===== src/rtl/int_div_regfile_multi_pkg.sv =====
// Shared types and helpers for the iterative divider with register-file writeback.
package int_div_regfile_multi_pkg;

    // Widest operand the magnitude helper handles.
    localparam int unsigned DIV_MAX_W = 64;

    typedef enum logic [2:0] {
        DIV_IDLE       = 3'd0,
        DIV_CALC       = 3'd1,
        DIV_WRITE_QUOT = 3'd2,
        DIV_WRITE_MOD  = 3'd3
    } e_div_state;

    // Magnitude of a width-bit value held zero-extended in a DIV_MAX_W container.
    // The most negative value maps onto itself, which reads correctly as unsigned.
    function automatic logic [DIV_MAX_W-1:0] div_abs(input logic [DIV_MAX_W-1:0] value,
                                                     input int unsigned width,
                                                     input logic is_signed);
        logic [DIV_MAX_W-1:0] mask;
        logic                 sign_bit;
        mask     = (width >= DIV_MAX_W) ? '1 : ((DIV_MAX_W'(1) << width) - DIV_MAX_W'(1));
        sign_bit = |(value & (DIV_MAX_W'(1) << (width - 1)));
        if (is_signed && sign_bit)
            div_abs = (-value) & mask;
        else
            div_abs = value & mask;
    endfunction

endpackage


===== src/rtl/int_div_regfile_multi_if.sv =====
// Request side and register-file write port of the divider.
interface int_div_regfile_multi_if #(
    parameter int data_width    = 32,
    parameter int reg_sel_width = 5
);
    logic                     req;
    logic                     is_signed;
    logic [reg_sel_width-1:0] r_quot_sel;
    logic [reg_sel_width-1:0] r_mod_sel;
    logic [data_width-1:0]    a;
    logic [data_width-1:0]    b;
    logic                     busy;
    logic [reg_sel_width-1:0] rf_wr_sel;
    logic [data_width-1:0]    rf_wr_data;
    logic                     rf_wr_req;
    logic                     rf_wr_ack;

    // Issuer of requests and owner of the register file.
    modport master (
        output req, is_signed, r_quot_sel, r_mod_sel, a, b, rf_wr_ack,
        input  busy, rf_wr_sel, rf_wr_data, rf_wr_req
    );

    // The divider itself.
    modport slave (
        input  req, is_signed, r_quot_sel, r_mod_sel, a, b, rf_wr_ack,
        output busy, rf_wr_sel, rf_wr_data, rf_wr_req
    );
endinterface


===== src/rtl/int_div_regfile_multi_step.sv =====
// Combinational restoring-division slice: bits_per_cycle iterations, MSB first.
module int_div_regfile_multi_step #(
    parameter int data_width     = 32,
    parameter int bits_per_cycle = 1
) (
    input  logic [data_width-1:0]     rem_in,
    input  logic [bits_per_cycle-1:0] dvd_bits,
    input  logic [data_width-1:0]     divisor,
    output logic [data_width-1:0]     rem_out,
    output logic [bits_per_cycle-1:0] quot_bits
);

    // Shift in one dividend bit per iteration; subtract the divisor when it fits.
    // The extra top bit holds the shifted-out MSB so the compare never overflows.
    always_comb begin
        logic [data_width:0] part;
        part      = {1'b0, rem_in};
        quot_bits = '0;
        for (int i = bits_per_cycle - 1; i >= 0; i--) begin
            part = {part[data_width-1:0], dvd_bits[i]};
            if (part >= {1'b0, divisor}) begin
                part         = part - {1'b0, divisor};
                quot_bits[i] = 1'b1;
            end
        end
        rem_out = part[data_width-1:0];
    end

endmodule


===== src/rtl/int_div_regfile_multi.sv =====
// Iterative signed/unsigned divider that writes quotient and remainder back
// through a req/ack register-file port.
//
// state          | meaning
// ---------------+-----------------------------------------------------------
// IDLE           | waiting for req; busy low
// CALC           | restoring division, sign fixup on the last iteration
// WRITE_QUOT     | presenting quotient to the register file until acked
// WRITE_MOD      | presenting remainder to the register file until acked

`define INT_DIV_ASSERT_KNOWN(expr, msg) assert (!$isunknown(expr)) else $error(msg)

module int_div_regfile_multi
    import int_div_regfile_multi_pkg::*;
#(
    parameter int data_width     = 32,
    parameter int num_regs       = 32,
    parameter int bits_per_cycle = 1
) (
    input logic                  clk,
    input logic                  rst,
    int_div_regfile_multi_if.slave bus
);

    localparam int reg_sel_width = $clog2(num_regs);
    localparam int steps         = data_width / bits_per_cycle;
    localparam int cnt_width     = $clog2(steps) + 1;

    localparam logic [2:0] ST_IDLE       = DIV_IDLE;
    localparam logic [2:0] ST_CALC       = DIV_CALC;
    localparam logic [2:0] ST_WRITE_QUOT = DIV_WRITE_QUOT;
    localparam logic [2:0] ST_WRITE_MOD  = DIV_WRITE_MOD;

    if (!(bits_per_cycle == 1 || bits_per_cycle == 2 || bits_per_cycle == 4) ||
        (data_width % bits_per_cycle) != 0 || data_width > DIV_MAX_W) begin : g_bad_params
        $error("int_div_regfile_multi: bits_per_cycle must be 1, 2 or 4 and divide data_width");
    end

    logic [2:0]                state;
    logic [cnt_width-1:0]      cnt;
    logic                      neg_q;
    logic                      neg_r;
    logic [reg_sel_width-1:0]  quot_sel;
    logic [reg_sel_width-1:0]  mod_sel;
    logic [data_width-1:0]     quot;
    logic [data_width-1:0]     rem;
    logic [data_width-1:0]     divisor;
    logic                      wr_req;
    logic [reg_sel_width-1:0]  wr_sel;
    logic [data_width-1:0]     wr_data;

    logic [data_width-1:0]     abs_a;
    logic [data_width-1:0]     abs_b;
    logic                      is_div0;
    logic                      is_ovf;
    logic [data_width-1:0]     step_rem;
    logic [bits_per_cycle-1:0] step_quot;
    logic [data_width-1:0]     quot_shift;
    logic [data_width-1:0]     quot_fixed;
    logic [data_width-1:0]     rem_fixed;

    function automatic logic [2:0] first_write(input logic [reg_sel_width-1:0] qs,
                                               input logic [reg_sel_width-1:0] ms);
        if (qs != '0)
            return ST_WRITE_QUOT;
        if (ms != '0)
            return ST_WRITE_MOD;
        return ST_IDLE;
    endfunction

    assign abs_a   = data_width'(div_abs(DIV_MAX_W'(bus.a), data_width, bus.is_signed));
    assign abs_b   = data_width'(div_abs(DIV_MAX_W'(bus.b), data_width, bus.is_signed));
    assign is_div0 = (bus.b == '0);
    assign is_ovf  = bus.is_signed && (bus.a == {1'b1, {(data_width-1){1'b0}}}) && (bus.b == '1);

    int_div_regfile_multi_step #(
        .data_width    (data_width),
        .bits_per_cycle(bits_per_cycle)
    ) u_step (
        .rem_in   (rem),
        .dvd_bits (quot[data_width-1 -: bits_per_cycle]),
        .divisor  (divisor),
        .rem_out  (step_rem),
        .quot_bits(step_quot)
    );

    // The quotient register doubles as the dividend shifter: dividend bits leave
    // at the top while quotient bits enter at the bottom.
    assign quot_shift = data_width'({quot, step_quot});
    assign quot_fixed = neg_q ? -quot_shift : quot_shift;
    assign rem_fixed  = neg_r ? -step_rem : step_rem;

    // Control FSM, iteration counter, operand latch and write-port registers.
    always_ff @(posedge clk or posedge rst) begin
        if (rst) begin
            state    <= ST_IDLE;
            cnt      <= '0;
            neg_q    <= 1'b0;
            neg_r    <= 1'b0;
            quot_sel <= '0;
            mod_sel  <= '0;
            quot     <= '0;
            rem      <= '0;
            divisor  <= '0;
            wr_req   <= 1'b0;
            wr_sel   <= '0;
            wr_data  <= '0;
        end else begin
            case (state)
                ST_IDLE: begin
                    if (bus.req) begin
                        neg_q    <= bus.is_signed & (bus.a[data_width-1] ^ bus.b[data_width-1]);
                        neg_r    <= bus.is_signed & bus.a[data_width-1];
                        quot_sel <= bus.r_quot_sel;
                        mod_sel  <= bus.r_mod_sel;
                        divisor  <= abs_b;
                        if (is_div0) begin
                            quot  <= '1;
                            rem   <= bus.a;
                            state <= first_write(bus.r_quot_sel, bus.r_mod_sel);
                        end else if (is_ovf) begin
                            quot  <= bus.a;
                            rem   <= '0;
                            state <= first_write(bus.r_quot_sel, bus.r_mod_sel);
                        end else begin
                            quot  <= abs_a;
                            rem   <= '0;
                            cnt   <= cnt_width'(steps - 1);
                            state <= ST_CALC;
                        end
                    end
                end
                ST_CALC: begin
                    if (cnt == '0) begin
                        quot  <= quot_fixed;
                        rem   <= rem_fixed;
                        state <= first_write(quot_sel, mod_sel);
                    end else begin
                        quot <= quot_shift;
                        rem  <= step_rem;
                        cnt  <= cnt - cnt_width'(1);
                    end
                end
                ST_WRITE_QUOT: begin
                    if (!wr_req) begin
                        wr_req  <= 1'b1;
                        wr_sel  <= quot_sel;
                        wr_data <= quot;
                    end else if (bus.rf_wr_ack) begin
                        if (mod_sel != '0) begin
                            state   <= ST_WRITE_MOD;
                            wr_sel  <= mod_sel;
                            wr_data <= rem;
                        end else begin
                            state   <= ST_IDLE;
                            wr_req  <= 1'b0;
                            wr_sel  <= '0;
                            wr_data <= '0;
                        end
                    end
                end
                ST_WRITE_MOD: begin
                    if (!wr_req) begin
                        wr_req  <= 1'b1;
                        wr_sel  <= mod_sel;
                        wr_data <= rem;
                    end else if (bus.rf_wr_ack) begin
                        state   <= ST_IDLE;
                        wr_req  <= 1'b0;
                        wr_sel  <= '0;
                        wr_data <= '0;
                    end
                end
                default: state <= ST_IDLE;
            endcase
        end
    end

    assign bus.busy       = (state != ST_IDLE);
    assign bus.rf_wr_req  = wr_req;
    assign bus.rf_wr_sel  = wr_sel;
    assign bus.rf_wr_data = wr_data;

    // Flag unknown control or operand values at the points where they are used.
    always @(posedge clk) begin
        if (!rst) begin
            `INT_DIV_ASSERT_KNOWN(bus.req, "int_div_regfile_multi: X on req");
            if (state == ST_IDLE && bus.req)
                `INT_DIV_ASSERT_KNOWN({bus.is_signed, bus.r_quot_sel, bus.r_mod_sel, bus.a, bus.b},
                                      "int_div_regfile_multi: X on request operands");
            if (wr_req)
                `INT_DIV_ASSERT_KNOWN(bus.rf_wr_ack, "int_div_regfile_multi: X on rf_wr_ack");
        end
    end

endmodule

`undef INT_DIV_ASSERT_KNOWN


===== src/flat_wrapper.sv =====
// flat-port wrapper written by rule: the top's interface ports become plain ports
module int_div_regfile_multi_flat import int_div_regfile_multi_pkg::*;
#(
    parameter int data_width     = 32,
    parameter int num_regs       = 32,
    parameter int bits_per_cycle = 1
)
  (clk, rst, bus_req, bus_is_signed, bus_r_quot_sel, bus_r_mod_sel, bus_a, bus_b, bus_rf_wr_ack, bus_busy, bus_rf_wr_sel, bus_rf_wr_data, bus_rf_wr_req);
  int_div_regfile_multi_if #(.data_width(data_width), .reg_sel_width(5)) bus_i ();
  input logic clk;
  input logic rst;
  input wire logic [$bits(bus_i.req)-1:0] bus_req;
  input wire logic [$bits(bus_i.is_signed)-1:0] bus_is_signed;
  input wire logic [$bits(bus_i.r_quot_sel)-1:0] bus_r_quot_sel;
  input wire logic [$bits(bus_i.r_mod_sel)-1:0] bus_r_mod_sel;
  input wire logic [$bits(bus_i.a)-1:0] bus_a;
  input wire logic [$bits(bus_i.b)-1:0] bus_b;
  input wire logic [$bits(bus_i.rf_wr_ack)-1:0] bus_rf_wr_ack;
  output wire logic [$bits(bus_i.busy)-1:0] bus_busy;
  output wire logic [$bits(bus_i.rf_wr_sel)-1:0] bus_rf_wr_sel;
  output wire logic [$bits(bus_i.rf_wr_data)-1:0] bus_rf_wr_data;
  output wire logic [$bits(bus_i.rf_wr_req)-1:0] bus_rf_wr_req;
  assign bus_i.req = bus_req;
  assign bus_i.is_signed = bus_is_signed;
  assign bus_i.r_quot_sel = bus_r_quot_sel;
  assign bus_i.r_mod_sel = bus_r_mod_sel;
  assign bus_i.a = bus_a;
  assign bus_i.b = bus_b;
  assign bus_i.rf_wr_ack = bus_rf_wr_ack;
  assign bus_busy = bus_i.busy;
  assign bus_rf_wr_sel = bus_i.rf_wr_sel;
  assign bus_rf_wr_data = bus_i.rf_wr_data;
  assign bus_rf_wr_req = bus_i.rf_wr_req;
  int_div_regfile_multi #(.data_width(data_width), .num_regs(num_regs), .bits_per_cycle(bits_per_cycle)) u_core (.clk(clk), .rst(rst), .bus(bus_i));
endmodule

===== config.mk =====
export PLATFORM = sky130hd
export DESIGN_NAME = int_div_regfile_multi_flat
export DESIGN_NICKNAME = d
export VERILOG_FILES = /design/src/rtl/int_div_regfile_multi_pkg.sv /design/src/rtl/int_div_regfile_multi_if.sv /design/src/rtl/int_div_regfile_multi_step.sv /design/src/rtl/int_div_regfile_multi.sv /design/src/flat_wrapper.sv
export SDC_FILE = /design/constraint.sdc
export NUM_CORES = 1
export LEC_CHECK = 0
export CAP_MARGIN = 40
export CELL_PAD_IN_SITES_DETAIL_PLACEMENT = 1
export CELL_PAD_IN_SITES_GLOBAL_PLACEMENT = 2
export CORE_UTILIZATION = 35
export CTS_BUF_LIST = sky130_fd_sc_hd__clkbuf_4 sky130_fd_sc_hd__clkbuf_8
export CTS_CLUSTER_SIZE = 25
export DETAILED_ROUTE_END_ITERATION = 8
export GPL_TIMING_DRIVEN = 0
export PLACE_DENSITY = 0.82
export SETUP_SLACK_MARGIN = 0.02
export SYNTH_ARGS = -nofsm -noshare
export SYNTH_HDL_FRONTEND = slang
export SYNTH_SLANG_ARGS = --single-unit

===== constraint.sdc =====
create_clock -name clk -period 6.8 [get_ports clk]
set_input_delay 1.7 -clock clk [delete_from_list [all_inputs] [get_ports clk]]
set_output_delay 1.7 -clock clk [all_outputs]
set_load 0.01 [all_outputs]

==> impl_metrics.py <==
metrics = {
    "outcome": {
        "status": "completed",
    },
    "worst_setup_path": {
        "ff2ff_path_depth": 24,
        "cp_common_cell": "buf_6",
        "critPathMaxStageDelay_ns": 0.53,
        "worstPathMaxFanout": 10,
        "critPathKind": "flip-flop to flip-flop",
        "crit_start": "u_core.rem[20]",
        "r2r-end": "u_core.rem[28]",
        "critical_path_arrival_ns": 6.96,
        "path_delay_family": "simple AND/OR/NAND/NOR gates",
        "reg2reg_slack_ns": 0.23,
        "critical_path_buf_inv_count": 6,
        "crit_slowest_cell": "dfrtp_1",
        "rr_startpoint": "u_core.rem[20]",
        "end_kind": "flip-flop",
        "path_cells": "ha_1 -> clkbuf_1 -> nand4_1 -> nor4_1 -> nand4_1 -> o311ai_1 -> or2_1 -> buf_6 -> buf_6 -> buf_6 -> buf_4 -> buf_2 -> nand2_1 -> o21ai_0 -> ha_1 -> nand2_1 -> or4_1 -> or3_1 -> nor4_1 -> a31oi_2 -> a2111oi_4 -> a21oi_1 -> xnor2_1 -> a221oi_1",
        "crit_required_ns": 7.19,
        "critPathLaunchType": "flip-flop",
    },
    "floorplanning": {
        "fp.dieW_um": 191,
        "initial_core_util_pct": 35.8,
        "die_h_um": 191,
        "core_area_um2": 34800,
        "die-area_um2": 36300,
        "std_cell_rows": 68,
        "ios": 118,
    },
    "layout": {
        "antenna_cells": 0,
        "drive_gt1_share_pct": 6.41,
        "syn_to_final_growth_pct": 17.8,
        "stdcell_count": 2217,
        "layout.nets": 1868,
    },
    "sta": {
        "setup_violations": 0,
        "hold_viol": 0,
        "period_minus_slack_ns": 6.57,
        "fmax_mhz": 152,
        "post-route-period-util_pct": 96.6,
        "rsz0062_at_grt": "false",
        "relSlewSlack_pct": 35.4,
        "fin_setup_tns_ns": 0,
        "tightest_slew_ns": 0.969,
        "skew_ns": 0.0196,
        "slew_violations": 0,
    },
    "clock_network": {
        "hold_buffers": 0,
        "cts_sinks": 154,
        "htree_levels": 4,
        "clkLatencyLatePin_ns": 0.50,
        "cts-root-buf": "clkbuf_8",
        "cts_resized": 0,
        "numCtsBuffers": 17,
        "cts_tree": "done",
        "post_cts_buffers": 0,
        "path_clk_slew_ns": 0.10,
        "clockBufferDepth": 2,
    },
    "power": {
        "internal-power_w": 0.00411,
        "powerDensity_nw_per_um2": 632,
        "pwr-share-seq_pct": 21.0,
        "ir_drop_uv": 249,
        "p_switching_w": 0.00516,
        "clkPwrFrac_pct": 8.2,
        "p_comb_share_pct": 70.9,
        "p_leak_nw": 5.84,
        "swShare_pct": 55.6,
    },
    "logic_synthesis": {
        "syn_nets": 1728,
        "syn_area_um2": 12500,
        "synth-seq-cells": 154,
        "synth_cells": 1609,
        "synth_commonest_cells": "248 x nand2_1, 161 x o21ai_0, 154 x dfrtp_1",
        "synthTopCellsByArea": "dfrtp_1 31%, nand2_1 7.5%, o21ai_0 6.5%, xnor2_1 5.9%, a21oi_1 4.7%",
        "yosysUniqueCellTypes": 89,
        "yosysMostFrequentCell": "nand2_1",
        "synth_edf_count": 0,
        "yosysWarnings": 0,
        "synth.top_cell.area_share_pct": 30.9,
        "async_flop_share_pct": 100,
        "synth.yosys.seq_area_share_pct": 30.9,
        "syn_avg_cell_area_um2": 7.74,
        "synth-main-ff-cell": "dfrtp_1",
        "synth_area_leader_cell": "dfrtp_1",
    },
    "grt": {
        "grt_util_met1_pct": 38.5,
        "grt_max_degree": 114,
        "met3_usage_pct": 5.36,
        "grt_pass1_wl_um": 78000,
        "globalRouteTotalUtil_pct": 28.4,
        "use_met2_pct": 45.1,
        "grt-ovfl-total": 0,
        "antenna_found_initial": 1,
        "grt.busiest_layer": "met2",
        "grt_pass1_vias": 13500,
    },
    "detailed_routing": {
        "ant_nets": 0,
        "first_pass_iters": 5,
        "route.detailed.drc": 0,
        "via_per_inst": 5.88,
        "wl_um": 50600,
        "wire_per_inst_um": 22.8,
        "drt_iter0_markers": 977,
        "vias": 13000,
    },
    "placed_design": {
        "globalplace.congestion": 0.933,
        "dpl.cell_count": 2185,
        "port_buffers": 117,
        "hpwl_um": 40900,
    },
    "min_path": {
        "hold_end": "u_core.divisor[21]",
        "hp-start": "u_core.divisor[21]",
        "whs_path_depth": 2,
        "min_path_type": "flip-flop to flip-flop",
    },
    "job": {
        "drv_cap": 0,
    },
}
==> layer usage <==
metal	up-vias	wire, µm	share of wire [%]
met5	-	0	0
li1	6056	-	-
met1	6543	23500	46
met2	366	22800	45
met3	66	2920	5.8
met4	0	1400	2.8
==> power groups by stage <==
stage / logic [W] / clock network, W / registers, W
4_1_cts: 0.00653 / 0.000772 / 0.00194
3_3_place_gp: 0.00635 / 0 / 0.00195
6_report: 0.00657 / 0.000756 / 0.00194
2_1_floorplan: 0.00452 / 0 / 0.00174
3_5_place_dp: 0.00649 / 0 / 0.00196
5_1_grt: 0.00724 / 0.000806 / 0.00199
==> cells by family (layout without fill, tap and decap cells) <==
logic type	Yosys count	count (layout)	synth area share [%]
multiplexers	14	14	1.15
AND/OR/NAND/NOR	591	591	22.3
AO/OA/AOI/OAI	510	510	26.0
XOR/XNOR	148	148	10.4
adder cells (fa/ha/maj)	40	40	4.08
flip-flops	154	154	30.9
buffers and inverters	152	305	5.13
==> cell usage in the layout, fill, tap and decap left out, types with 6 or more instances in the layout <==
cell type,instances
and2_1,8
xor2_1,64
nand3_1,31
mux2i_1,12
clkdlybuf4s50_1,117
dfrtp_1,154
o21ai_1,11
clkbuf_8,20
nor3_1,46
a21oi_1,117
or3_1,17
a211oi_1,17
nand2_1,248
a22oi_1,38
ha_1,39
o22ai_1,25
or4_1,13
a31oi_1,19
o31ai_1,32
and3_1,9
a221oi_1,7
o211ai_1,6
buf_2,22
a21o_1,12
inv_1,53
xnor2_1,84
o21bai_1,6
nand4_1,17
nor2b_1,7
nand3b_1,8
o21ai_0,161
nor4_1,20
nor2_1,134
clkbuf_1,67
==> sequential cells by signal, summed over array words and instances, names as in the netlist <==
register,flops
u_core.quot_sel,5
u_core.rem,32
u_core.state,2
u_core.neg_r,1
u_core.quot,32
u_core.bus.rf_wr_req,1
u_core.neg_q,1
u_core.cnt,6
u_core.bus.rf_wr_sel,5
u_core.mod_sel,5
u_core.bus.rf_wr_data,32
u_core.divisor,32
==> area by class of cell <==
class	instances	area, µm²
inverter	55	214
clock buffer	22	290
tap	455	569
buffer	97	433
fill	4329	20100
sequential	154	3850
timing repair buffer	121	1220
clock inverter	10	116
multi-input combinational	1303	7970
==> per-stage QoR <==
step	worst slack (ns)	total power [W]	cell area (µm²)	hold WS [ns]	utilization, %
floorplan	0.950	0.00627	12500	0.450	-
global placement	-1.51	0.00830	14200	0.465	40.8
detailed placement	0.478	0.00845	14300	0.472	41.0
CTS	0.430	0.00924	14700	0.491	42.2
global route	0.0639	0.0100	14700	0.505	42.2
finish	0.230	0.00927	14700	0.486	42.2
==> worst reg2reg max path: stages (launching register included) <==
cell and delay (ns):
dfrtp_1 0.53, ha_1 0.34, clkbuf_1 0.27, nand4_1 0.31, nor4_1 0.42, nand4_1 0.25
o311ai_1 0.22, or2_1 0.21, buf_6 0.14, buf_6 0.17, buf_6 0.19, buf_4 0.24
buf_2 0.31, nand2_1 0.09, o21ai_0 0.13, ha_1 0.30, nand2_1 0.14, or4_1 0.53
or3_1 0.35, nor4_1 0.23, a31oi_2 0.14, a2111oi_4 0.37, a21oi_1 0.14, xnor2_1 0.17
a221oi_1 0.26
==> worst max-delay path by stage <==
stage	slack (ns)	depth (start not counted)	endpoint
after detailed placement	0.48	24	u_core.rem[28]
after floorplan	0.95	1	u_core.bus.rf_wr_data[0]
final	0.23	24	u_core.rem[28]
after global routing	0.06	24	u_core.rem[28]
after global placement	-1.51	2	u_core.divisor[10]
after CTS	0.43	24	u_core.rem[28]
(Power assumes the default switching activity.)
